[config.mk]
export PLATFORM = sky130hd
export DESIGN_NAME = hazard_stall_ctrl
export DESIGN_NICKNAME = d
export VERILOG_FILES = /design/src/rtl/hazard_stall_ctrl.sv
export SDC_FILE = /design/constraint.sdc
export NUM_CORES = 1
export LEC_CHECK = 0
export BUFFER_PORTS_ARGS = -buffer_cell sky130_fd_sc_hd__buf_2
export CAP_MARGIN = 0
export CELL_PAD_IN_SITES_DETAIL_PLACEMENT = 0
export CELL_PAD_IN_SITES_GLOBAL_PLACEMENT = 1
export CORE_MARGIN = 1.5
export CORE_UTILIZATION = 31
export CTS_CLUSTER_SIZE = 12
export DETAILED_ROUTE_END_ITERATION = 8
export PLACE_DENSITY_LB_ADDON = 0.1
export SLEW_MARGIN = 5
export SYNTH_ARGS = -nofsm -noshare
export SYNTH_HDL_FRONTEND = slang
export SYNTH_SLANG_ARGS = --single-unit
[constraint.sdc]
create_clock -name clk_i -period 1.9 [get_ports clk_i]
set_clock_uncertainty 0.05 [all_clocks]
set_input_delay 0.38 -clock clk_i [delete_from_list [all_inputs] [get_ports clk_i]]
set_output_delay 0.38 -clock clk_i [all_outputs]
set_load 0.03 [all_outputs]
[src/rtl/hazard_stall_ctrl.sv]
// ----------------------------------------------------------------------------
// hazard_stall_ctrl
//   Hazard and stall controller for the 5-stage pipeline.
//   - Detects load-use hazards combinationally in ID and requests a bubble.
//   - Freezes the back half of the pipeline for MEM_LAT cycles after each
//     accepted data-memory access (two-state FSM: RUN / MEMWAIT).
//   - Keeps a saturating count of cycles in which the PC was held.
//
// Parameters
//   REG_W    register-index width
//   MEM_LAT  freeze cycles per accepted MemReq_i (0 disables the freeze)
//   CNT_W    width of StallCount_o
//
// Ports
//   clk_i           clock, all state on the rising edge
//   rst_i           synchronous reset, active high
//   IFID_Rs_i       rs of the instruction in ID
//   IFID_Rt_i       rt of the instruction in ID
//   IDEX_MemRead_i  instruction in EX is a load
//   IDEX_Rt_i       destination register of the load in EX
//   Branch_i        branch resolved taken in ID
//   MemReq_i        data-memory access issued by MEM this cycle
//   IsHazzard_o     zero ID control signals (bubble into ID/EX)
//   PCWrite_o       PC may update
//   IFIDWrite_o     IF/ID may load
//   IFIDFlush_o     clear IF/ID to NOP
//   PipeStall_o     freeze ID/EX, EX/MEM, MEM/WB
//   StallCount_o    cycles with PCWrite_o == 0 since reset (saturating)
// ----------------------------------------------------------------------------
module hazard_stall_ctrl #(
    parameter int REG_W   = 5,
    parameter int MEM_LAT = 3,
    parameter int CNT_W   = 16
) (
    input  logic             clk_i,
    input  logic             rst_i,
    input  logic [REG_W-1:0] IFID_Rs_i,
    input  logic [REG_W-1:0] IFID_Rt_i,
    input  logic             IDEX_MemRead_i,
    input  logic [REG_W-1:0] IDEX_Rt_i,
    input  logic             Branch_i,
    input  logic             MemReq_i,
    output logic             IsHazzard_o,
    output logic             PCWrite_o,
    output logic             IFIDWrite_o,
    output logic             IFIDFlush_o,
    output logic             PipeStall_o,
    output logic [CNT_W-1:0] StallCount_o
);

    // Wait counter must hold MEM_LAT; keep at least one bit when the
    // freeze is disabled so the declarations stay legal.
    localparam int            CW       = (MEM_LAT > 0) ? $clog2(MEM_LAT + 1) : 1;
    localparam logic [CW-1:0] LAT_LOAD = CW'(MEM_LAT);
    localparam logic [CW-1:0] CW_ONE   = CW'(1);
    localparam bit            FREEZE_EN = (MEM_LAT > 0);

    localparam logic [0:0] RUN     = 1'b0;
    localparam logic [0:0] MEMWAIT = 1'b1;

    localparam logic [CNT_W-1:0] CNT_MAX = {CNT_W{1'b1}};
    localparam logic [CNT_W-1:0] CNT_ONE = CNT_W'(1);

    logic [0:0]       st_reg, st_next;
    logic [CW-1:0]    cnt_reg, cnt_next;
    logic [CNT_W-1:0] stall_cnt_reg;
    logic             load_use;

    // A load into r0 never creates a dependency.
    assign load_use = IDEX_MemRead_i && (IDEX_Rt_i != '0) &&
                      ((IDEX_Rt_i == IFID_Rs_i) || (IDEX_Rt_i == IFID_Rt_i));

    // Next-state logic. MemReq_i is only accepted in RUN, so requests that
    // arrive during a freeze are dropped rather than queued.
    always_comb begin
        st_next  = st_reg;
        cnt_next = cnt_reg;
        case (st_reg)
            RUN: begin
                if (FREEZE_EN && MemReq_i) begin
                    st_next  = MEMWAIT;
                    cnt_next = LAT_LOAD;
                end
            end
            MEMWAIT: begin
                cnt_next = cnt_reg - CW_ONE;
                if (cnt_reg == CW_ONE) begin
                    st_next = RUN;
                end
            end
            default: begin
                st_next  = RUN;
                cnt_next = '0;
            end
        endcase
    end

    always_ff @(posedge clk_i) begin
        if (rst_i) begin
            st_reg  <= RUN;
            cnt_reg <= '0;
        end else begin
            st_reg  <= st_next;
            cnt_reg <= cnt_next;
        end
    end

    // Output decode. Reset is decoded straight from rst_i so the pipeline
    // is held with a bubble during reset regardless of the registered state.
    // Priority: reset > MEMWAIT > load-use > branch.
    always_comb begin
        IsHazzard_o = 1'b0;
        PCWrite_o   = 1'b0;
        IFIDWrite_o = 1'b0;
        IFIDFlush_o = 1'b0;
        PipeStall_o = 1'b0;
        if (rst_i) begin
            IsHazzard_o = 1'b1;
        end else if (st_reg == MEMWAIT) begin
            PipeStall_o = 1'b1;
        end else if (load_use) begin
            // The bubble kills the ID instruction, so a taken branch seen
            // this cycle is ignored; it is re-evaluated after the stall.
            IsHazzard_o = 1'b1;
        end else begin
            PCWrite_o   = 1'b1;
            IFIDWrite_o = 1'b1;
            IFIDFlush_o = Branch_i;
        end
    end

    // Saturating count of PC-hold cycles; reset cycles are not counted.
    always_ff @(posedge clk_i) begin
        if (rst_i) begin
            stall_cnt_reg <= '0;
        end else if (!PCWrite_o && (stall_cnt_reg != CNT_MAX)) begin
            stall_cnt_reg <= stall_cnt_reg + CNT_ONE;
        end
    end

    assign StallCount_o = stall_cnt_reg;

endmodule

# Word level (Yosys, flattened, before mapping)
# Index checks and enable logic that the tools add are counted.
[totals]
regBits = 19
input_bits = 20
output_inout_bits = 21
wordCells = 33
[op_classes]
n_addsub = 2
n_eq_ne = 5
n_mux = 16
bitwise = 1
n_reduce_logical = 6
[op_table]
columns = ["op", "n"]
rows = [
  ["$add A16 B1 Y16 const B", 1],
  ["$ne A16 B16 Y1 const B", 1],
  ["$mux W1", 13],
  ["$eq A5 B5 Y1", 2],
  ["$reduce_bool A5 Y1", 1],
  ["$pmux W2 S2", 1],
  ["$logic_and A1 B1 Y1", 3],
  ["$eq A2 B1 Y1 const B", 1],
  ["$mux W2", 1],
  ["$ne A2 B2 Y1 const B", 1],
  ["$pmux W1 S2", 1],
  ["$sub A2 B1 Y2 const B", 1],
  ["$logic_not A1 Y1", 1],
  ["$logic_or A1 B1 Y1", 1],
  ["$not A1 Y1", 1],
]

# Logic depth before layout (Yosys ltp)
# Gate-level depths: netlist of the first run.
[logic_depth]
word_depth = 8
mapped_depth = 8
depth_no_buf = 7

# Least setup slack after synthesis of the first run
# Ideal clock, no wire load.
[synth_timing]
path_type = "input-to-output"
startpoint = "input port IDEX_Rt_i[1]"
endpoint = "output port IFIDFlush_o"
t_arrival_ns = 2.057
t_required_ns = 1.470
path_slack_ns = -0.587
cell_stages = 6
n_path_buf = 1
cell_sequence = "or4_1 > o21a_1 > a21oi_2 > buf_2 > and2b_1 > and2_1"
[synth_between]
elab_chain_cells = 6
elab_cells_between_ends = 9
classes_between = "eq/ne: 2; mux: 3; reduce/logical: 4"
[synth_lines]
columns = ["element", "line_no", "source"]
rows = [
  ["start, declared", "40", "input logic [REG_W-1:0] IDEX_Rt_i,"],
  ["$eq A5 B5 Y1 / $reduce_bool A5 Y1 (equally long branches)", "71, 70", ""],
  ["$logic_or A1 B1 Y1 / $logic_and A1 B1 Y1 (equally long branches)", "71, 70", ""],
  ["$logic_and A1 B1 Y1 (*)", "70", "assign load_use = IDEX_MemRead_i && (IDEX_Rt_i != '0) &&"],
  ["$mux W1 (*)", "121", "end else if (load_use) begin"],
  ["$mux W1 (*)", "119", "end else if (st_reg == MEMWAIT) begin"],
  ["$mux W1 (*)", "117", "if (rst_i) begin"],
  ["end, declared", "46", "output logic IFIDFlush_o,"],
]
# Mark *: on every way between the ends. The rest lies on a longest branch, timed or not.

# Worst setup path after layout of the first run
[layout_timing]
startpoint = "input port IDEX_Rt_i[2]"
endpoint = "output port IFIDFlush_o"
# Same word-level chain as after synthesis.

==> impl_metrics.env, run 1 <==
export IMPL_outcome="complete, but fails checks"
export IMPL_failed_checks="setup timing"
export IMPL_place_congestion=0.749
export IMPL_largest_reg_flops=16
export IMPL_crit_path_max_incr_delay_ns=0.51
export IMPL_use_met1_pct=20.5
export IMPL_setup_viol=8
export IMPL_route_vias_total=1268
export IMPL_grt_busiest_layer="met2"
export IMPL_ys_async_sr_fraction_pct=0
export IMPL_finalHoldViolations=0
export IMPL_yosysMostFrequentCell="dfxtp_1"
export IMPL_drv_cap=0
export IMPL_worstSetupEndpointType="output port"
export IMPL_wirelength_um=3270
export IMPL_crit_top_cell="buf_6"
export IMPL_clk_pin_slew_ns=0.07
export IMPL_die_w_um=64.3
export IMPL_synthCells=142
export IMPL_synth_edf_count=0
export IMPL_synth_ff_type="dfxtp_1"
export IMPL_synth_seq_cells=19
export IMPL_final_core_util_pct=49.9
export IMPL_reg2reg_from="StallCount_o[0]"
export IMPL_areaGrowthSynthToFinish_pct=55.8
export IMPL_slew_headroom_pct=81.2
export IMPL_finalPower_uw=950
export IMPL_setup_ws_ns=-0.341
export IMPL_synth_top_area_share_pct=32.7
export IMPL_start_util_pct=32.0
export IMPL_tightest_slew_ns=0.280
export IMPL_htree_levels=1
export IMPL_layout_drive_gt1_share_pct=52.7
export IMPL_grtUsageMet3_pct=1.76
export IMPL_hp_class="in -> reg"
export IMPL_p_leak_uw=0.000721
export IMPL_worstSetupPathType="in -> out"
export IMPL_nets=224
export IMPL_grt_pass1_vias=1151
export IMPL_seq_area_frac_synth_pct=32.7
export IMPL_num_rows=22
export IMPL_ctsLongestPathBuffers=2
export IMPL_crit_fanout=3
export IMPL_synth_area_leaders="dfxtp_1 (33%), xnor2_1 (7.5%), a21oi_1 (5.6%), mux2_4 (5.2%), or3_1 (4.8%)"
export IMPL_first_pass_iters=4
export IMPL_diodes=0
export IMPL_rsz0062_at_grt="true"
export IMPL_min_from="MemReq_i"
export IMPL_period_minus_slack_ns=2.24
export IMPL_hold_end="st_reg"
export IMPL_dieArea_mm2=0.00413
export IMPL_powerDensity_mw_per_mm2=524
export IMPL_numClockSinks=19
export IMPL_ys_warn_count=0
export IMPL_start_kind="input pin"
export IMPL_ctsHoldBuffers=0
export IMPL_critPathArrivalTime_ns=1.81
export IMPL_grt_met2_usage_pct=26.6
export IMPL_fin_crit_sh_pct=118
export IMPL_worst_hold_path_num_cells=3
export IMPL_avgViaCountPerCell=5.09
export IMPL_cts_root_buf="clkbuf_8"
export IMPL_r2r_cells=5
export IMPL_regToRegSetupSlack_ns=0.10
export IMPL_ys_types=35
export IMPL_dp_hpwl_um=2280
export IMPL_worstSkewPairLatency_ns=0.26
export IMPL_cts_tree="built"
export IMPL_drc=0
export IMPL_synth_top_cell_by_area="dfxtp_1"
export IMPL_required_ns=1.47
export IMPL_synth_nets=164
export IMPL_register_area_um2=389
export IMPL_drtAntennaViolNets=0
export IMPL_ir_drop_mv=0.188
export IMPL_wire_per_inst_um=13.1
export IMPL_gr_usage_all_layers_pct=15.4
export IMPL_antenna_found_initial=0
export IMPL_worstPathCellList="buf_6, or4_1, o21a_1, a21oi_4, and2b_4, and2_4, buf_6"
export IMPL_cts_buffers=3
export IMPL_fmax_mhz=446
export IMPL_slew_viol_final=0
export IMPL_drt_iter0_drc=29
export IMPL_synth_area_mm2=0.00116
export IMPL_synth_common_cells="dfxtp_1 (19), a21oi_1 (13), nand2_1 (11)"
export IMPL_coreArea_mm2=0.00363
export IMPL_grt_max_degree=24
export IMPL_syn_area_per_cell_um2=8.19
export IMPL_portBuffers=40
export IMPL_die_h_um=64.3
export IMPL_fillers=383
export IMPL_grt_pass1_wl_um=5170
export IMPL_gr_total_overflow=0
export IMPL_r2r_end="StallCount_o[3]"
export IMPL_pin_count=41
export IMPL_multiInputGateArea_um2=895
export IMPL_slowest_stage="or4_1"
==> metal layers <==
| layer | routed length [um] | up-vias |
|---|---|---|
| li1 | - | 636 |
| met1 | 1520 | 590 |
| met2 | 1590 | 38 |
| met3 | 133 | 4 |
| met4 | 27 | 0 |
| met5 | 0 | - |
==> kinds of logic (layout without fill, tap and decap cells) <==
| logic type | Yosys count | count (layout) | share of synthesized area, % |
|---|---|---|---|
| simple gates | 66 | 66 | 31.5 |
| xor+xnor | 10 | 10 | 7.53 |
| flops | 19 | 19 | 32.7 |
| compound gates | 30 | 30 | 15.4 |
| buf+inv | 10 | 69 | 4.73 |
| fa+ha+maj | 2 | 2 | 2.15 |
| mux | 5 | 5 | 6.02 |
==> power by group <==
group	internal, uW	switching, uW	leakage (uW)
registers	409	6.66	0.000158
clock network	149	136	0.0000228
logic	122	128	0.000541
total	679	271	0.000721
==> cells in the final DEF, fill, tap and decap left out, types with 2 or more instances in the layout <==
cell type,netlist,routed
dfxtp_2,0,7
dfxtp_1,19,12
a21oi_2,1,5
ha_1,2,2
nor2_1,9,9
inv_1,2,2
o31ai_1,4,3
xnor2_2,0,5
nand4_1,5,5
clkbuf_8,0,3
xnor2_1,10,5
a21oi_1,13,8
o21ai_1,8,8
or3_1,9,8
and3_1,3,2
nand2_1,11,10
nor4_4,0,3
nor3_2,0,2
buf_4,2,22
nand3_1,8,6
nand3_2,0,2
buf_2,2,35
or4_1,3,2
nor2b_1,5,5
mux2_4,4,4
buf_6,1,5
==> worst max-delay path by stage <==
| stage | start | endpoint |
|---|---|---|
| CTS | IDEX_Rt_i[2] | IFIDFlush_o |
| floorplan | IDEX_Rt_i[1] | IFIDFlush_o |
| finish | IDEX_Rt_i[2] | IFIDFlush_o |
| global route | IDEX_Rt_i[2] | IFIDFlush_o |
| global placement | IDEX_Rt_i[1] | IFIDFlush_o |
| detailed placement | IDEX_Rt_i[1] | IFIDFlush_o |
==> what timing repair did <==
action                                  4_1_cts  5_1_grt
resized for setup                             8       33
cloned                                        0        0
setup buffers                                 0        6
endpoints found under the setup margin        9       15
pin swaps                                     4       14
==> through the flow <==
| stage | hold WS [ns] | setup TNS [ns] | cells | cell area [um2] | setup WS [ns] |
|---|---|---|---|---|---|
| final | 0.336 | -1.04 | 249 | 1810 | -0.341 |
| after global routing | 0.352 | -1.80 | 249 | 1810 | -0.387 |
| after CTS | 0.342 | -1.07 | 243 | 1610 | -0.373 |
| after detailed placement | 0.421 | -4.06 | 239 | 1520 | -0.430 |
| after global placement | 0.414 | -3.87 | 239 | 1520 | -0.432 |
| after floorplan | 0.399 | -0.739 | 142 | 1180 | -0.329 |
==> critical path, delay by kind of cell <==
family                 cells  cell delay, ns
AND/OR/NAND/NOR            3            0.82
AO/OA/AOI/OAI              2            0.39
buffers and inverters      2            0.21
==> area by class of cell <==
class	instances	area share (%)
Timing Repair Buffer	63	23.0
Clock buffer	4	2.48
Sequential cell	19	21.5
Tap cell	48	3.31
Multi-Input combinational cell	113	49.3
Inverter	2	0.414
Power figures use the tool's default switching activity.
==> inputs of run 2 (changes only) <==
CELL_PAD_IN_SITES_DETAIL_PLACEMENT = unset   (was 0)
CELL_PAD_IN_SITES_GLOBAL_PLACEMENT = unset   (was 1)
CORE_UTILIZATION = 44   (was 31)
PLACE_DENSITY = 0.75   (was unset)
PLACE_DENSITY_LB_ADDON = unset   (was 0.1)
==> run 2 against run 1 <==
Net effect:
- the flow still finishes with violations (setup timing)
- via count down 5.4%
- flip-flop and latch count unchanged
- global-route usage is 5.0 points higher
- final area shrank 13%
- die area down 28%
- routed wire length shrank 9.4%
- critical path type unchanged
==> impl_metrics.env, run 2 (same netlist as run 1, synthesis figures left out) <==
export IMPL_cts_root_buf="clkbuf_4"
export IMPL_clk_pin_slew_ns=0.10
export IMPL_coreArea_mm2=0.00250
export IMPL_final_common_cell="buf_2"
export IMPL_final_core_util_pct=63.2
export IMPL_hp_class="in -> reg"
export IMPL_stdcell_area_mm2=0.00158
export IMPL_grt_pass1_vias=1049
export IMPL_largest_reg_flops=16
export IMPL_worstSkewPairLatency_ns=0.30
export IMPL_wirelength_um=2960
export IMPL_setup_viol=4
export IMPL_grt_max_degree=22
export IMPL_worstSetupPathType="in -> out"
export IMPL_fillers=216
export IMPL_antenna_found_initial=0
export IMPL_nets=214
export IMPL_cts_buffers=3
export IMPL_die_w_um=54.4
export IMPL_drv_cap=0
export IMPL_outcome="complete, but fails checks"
export IMPL_critPathArrivalTime_ns=1.77
export IMPL_ir_drop_mv=0.645
export IMPL_worstPathCellList="buf_6, or4_4, o21a_1, a21oi_2, and2b_4, and2_4, buf_6"
export IMPL_num_rows=18
export IMPL_worst_hold_path_num_cells=2
export IMPL_die_h_um=54.4
export IMPL_drtAntennaViolNets=0
export IMPL_areaGrowthSynthToFinish_pct=35.8
export IMPL_wire_per_inst_um=13.4
export IMPL_htree_levels=1
export IMPL_start_kind="input pin"
export IMPL_pin_count=41
export IMPL_timing_hold_ws_ns=0.280
export IMPL_powerDensity_mw_per_mm2=517
export IMPL_place_area_mm2=0.00146
export IMPL_portBuffers=40
export IMPL_drt_iter0_drc=23
export IMPL_layout_common_cells="buf_2 (35), buf_4 (14), a21oi_1 (13)"
export IMPL_tightest_slew_ns=0.311
export IMPL_layout_drive_gt1_share_pct=42.9
export IMPL_slew_headroom_pct=79.1
export IMPL_crit_path_max_incr_delay_ns=0.52
export IMPL_gr_total_overflow=0
export IMPL_worstSetupEndpointType="output port"
export IMPL_place_congestion=0.790
export IMPL_route_vias_total=1200
export IMPL_dp_hpwl_um=2190
export IMPL_slowest_stage="or4_4"
export IMPL_finalPower_uw=816
export IMPL_first_pass_iters=4
export IMPL_crit_top_cell="buf_6"
export IMPL_setup_ws_ns=-0.300
export IMPL_period_minus_slack_ns=2.20
export IMPL_drc=0
export IMPL_r2r_cells=5
export IMPL_gr_usage_all_layers_pct=20.4
export IMPL_fin_crit_sh_pct=116
export IMPL_diodes=0
export IMPL_fmax_mhz=455
export IMPL_required_ns=1.47
export IMPL_dieArea_mm2=0.00296
export IMPL_numClockSinks=19
export IMPL_failed_checks="setup timing"
export IMPL_slew_viol_final=0
export IMPL_finalHoldViolations=0
export IMPL_start_util_pct=46.5
export IMPL_cts_tree="built"
export IMPL_ctsLongestPathBuffers=2
export IMPL_crit_fanout=3
export IMPL_avgViaCountPerCell=5.43
export IMPL_p_leak_uw=0.000643
export IMPL_rsz0062_at_grt="true"
export IMPL_grt_pass1_wl_um=4420
==> run 2: critical path: cells and delay by family <==
kind / cells / cell delay, ns
AOI/OAI and AO/OA: 2 / 0.35
buffers and inverters: 2 / 0.21
and+or+nand+nor: 3 / 0.83
==> run 2: per-layer routing <==
layer	vias up	global-route usage, %	wire [um]
met1	562	23.7	1300
li1	613	-	-
met2	21	35.3	1510
met5	-	0	0
met3	4	6.28	111
met4	0	6.67	40
==> run 2: power by group <==
| group | switching, uW | internal [uW] | leakage, uW | total (uW) |
|---|---|---|---|---|
| combinational | 107 | 88.2 | 0.000468 | 195 |
| sequential | 5.55 | 409 | 0.000158 | 414 |
| clock | 129 | 78.5 | 0.0000177 | 207 |
==> run 2: stage by stage <==
step	setup WS [ns]	instances	TNS, ns
detailed placement	-0.419	216	-5.01
floorplan	-0.329	142	-0.739
global route	-0.360	221	-1.35
finish	-0.300	221	-0.825
global placement	-0.404	216	-4.46
CTS	-0.327	220	-0.879
==> run 2: area by class of cell <==
class / instances / area, um2 / share of cell area, %
clock inverters: 1 / 5.00 / 0.317
clock buffers: 3 / 22.5 / 1.43
multi-input cells: 113 / 793 / 50.2
well taps: 30 / 37.5 / 2.38
flip-flops and latches: 19 / 389 / 24.6
inverters: 2 / 7.51 / 0.475
repair buffers: 53 / 325 / 20.6
==> run 2: timing repair <==
action                                  CTS  global route
buffers inserted                          0             1
endpoints found under the setup margin    7            14
pin swaps                                 4             1
hold buffers                              0             0
gates resized for setup                   9            11
endpoints found under the hold margin     0             0
==> run 2: final timing paths <==
check                        from               end  slack (ns)
setup / recovery     IDEX_Rt_i[2]       IFIDFlush_o       -0.30
setup reg to reg  StallCount_o[5]  StallCount_o[10]        0.04
hold / removal              rst_i        cnt_reg[1]        0.28
hold reg to reg        cnt_reg[0]        cnt_reg[0]        0.44
==> inputs of run 3 (changes only) <==
GPL_ROUTABILITY_DRIVEN = 0   (was unset)
PLACE_DENSITY = 0.86   (was 0.75)
==> run 3 against run 2 <==
Net effect:
- the flow still finishes with violations (setup timing)
- worst setup slack got worse by 0.037 ns
- sequential power barely moved
- via count rose by 3.1%
- combinational power rose by 2%
- first-iteration DRC count rose by 8.7%
- non-clock buffer count did not move
- total power rose by 0.58%
- core utilization rose by 0.95 points
- critical path type unchanged
==> impl_metrics.env, run 3 (same netlist as run 1, synthesis figures left out) <==
export IMPL_setup_ws_ns=-0.337
export IMPL_worstSkewPairLatency_ns=0.30
export IMPL_ir_drop_mv=0.333
export IMPL_first_pass_iters=4
export IMPL_slew_headroom_pct=78.1
export IMPL_r2r_cells=5
export IMPL_areaGrowthSynthToFinish_pct=37.8
export IMPL_powerDensity_mw_per_mm2=512
export IMPL_diodes=0
export IMPL_layout_common_cells="buf_2 (35), buf_4 (14), a21oi_1 (13)"
export IMPL_antenna_found_initial=0
export IMPL_worstSetupPathType="in -> out"
export IMPL_crit_path_max_incr_delay_ns=0.51
export IMPL_failed_checks="setup timing"
export IMPL_crit_start="IDEX_Rt_i[1]"
export IMPL_final_common_cell="buf_2"
export IMPL_wirelength_um=3090
export IMPL_path_buf_inv=2
export IMPL_fin_crit_sh_pct=118
export IMPL_grt_pass1_wl_um=4210
export IMPL_period_minus_slack_ns=2.24
export IMPL_gr_usage_all_layers_pct=19.5
export IMPL_critPathArrivalTime_ns=1.81
export IMPL_drc=0
export IMPL_cp_depth=7
export IMPL_final_core_util_pct=64.2
export IMPL_avgViaCountPerCell=5.60
export IMPL_start_kind="input pin"
export IMPL_cts_tree="built"
export IMPL_instances_no_fill=221
export IMPL_p_leak_uw=0.000656
export IMPL_hp_class="in -> reg"
export IMPL_route_vias_total=1237
export IMPL_r2r_end="StallCount_o[10]"
export IMPL_place_area_mm2=0.00145
export IMPL_tightest_slew_ns=0.327
export IMPL_drv_cap=0
export IMPL_dieArea_mm2=0.00296
export IMPL_num_rows=18
export IMPL_cts_buffers=3
export IMPL_htree_levels=1
export IMPL_reg2reg_from="StallCount_o[4]"
export IMPL_slew_viol_final=0
export IMPL_crit_top_cell="buf_6"
export IMPL_coreArea_mm2=0.00250
export IMPL_crit_fanout=3
export IMPL_layout_drive_gt1_share_pct=42.9
export IMPL_die_w_um=54.4
export IMPL_crit_end="IFIDFlush_o"
export IMPL_drt_iter0_drc=25
export IMPL_worstPathCellList="buf_6, or4_4, o21a_1, a21oi_2, and2b_4, and2_4, buf_6"
export IMPL_clk_pin_slew_ns=0.10
export IMPL_die_h_um=54.4
export IMPL_slowest_stage="or4_4"
export IMPL_fmax_mhz=447
export IMPL_drtAntennaViolNets=0
export IMPL_ctsLongestPathBuffers=2
export IMPL_stdcell_area_mm2=0.00160
export IMPL_finalHoldViolations=0
export IMPL_start_util_pct=46.5
export IMPL_regToRegSetupSlack_ns=0.05
export IMPL_grt_pass1_vias=1082
export IMPL_cts_root_buf="clkbuf_4"
export IMPL_required_ns=1.47
export IMPL_wire_per_inst_um=14.0
export IMPL_rsz0062_at_grt="true"
export IMPL_pin_count=41
export IMPL_setup_viol=9
export IMPL_numClockSinks=19
export IMPL_portBuffers=40
export IMPL_grt_max_degree=21
export IMPL_placed_cells=215
export IMPL_nets=214
export IMPL_path_delay_family="simple AND/OR/NAND/NOR gates"
export IMPL_worstSetupEndpointType="output port"
export IMPL_dp_hpwl_um=2190
export IMPL_gr_total_overflow=0
export IMPL_outcome="complete, but fails checks"
export IMPL_largest_reg_flops=16
## run 3: layer usage
layer  vias up  track usage, %  wire [um]
met1       573            20.3       1250
met3         6            3.01        143
met2        48            37.1       1650
met4         0            9.58         43
met5         -               0          0
li1        610               -          -
## run 3: repair_timing
action,CTS,global route
endpoints found under the setup margin,4,18
hold buffers,0,0
resized for setup,11,13
pin swaps,4,7
setup buffers,2,0
## run 3: final cells by class
cell class,instances,area [um2]
Clock buffer,4,26.3
Tap cell,30,37.5
Sequential cell,19,389
Multi-Input combinational cell,113,815
Inverter,2,7.51
Fill cell,208,896
Timing Repair Buffer,53,329
## run 3: worst min-delay path by stage
stage / from / to / depth (start not counted)
6_report: rst_i / st_reg / 2
5_1_grt: rst_i / st_reg / 2
4_1_cts: rst_i / st_reg / 2
3_5_place_dp: cnt_reg[0] / cnt_reg[0] / 1
3_3_place_gp: cnt_reg[0] / cnt_reg[0] / 1
2_1_floorplan: cnt_reg[0] / cnt_reg[0] / 1
## run 3: stage by stage
step                setup WS [ns]  total power (uW)  hold slack, ns  setup TNS, ns
detailed placement         -0.399               603           0.435          -4.39
CTS                        -0.337               817           0.281         -0.945
floorplan                  -0.329               542           0.399         -0.739
global placement           -0.390               593           0.412          -4.01
global route               -0.403               860           0.273          -1.85
finish                     -0.337               821           0.286         -0.982
## run 3: power by group
part           total (uW)  internal, uW  leakage, uW  switching, uW
Sequential            415           409     0.000158           6.47
Clock                 207          81.9    0.0000150            126
Combinational         199          89.6     0.000483            109
Total                 821           580     0.000656            241
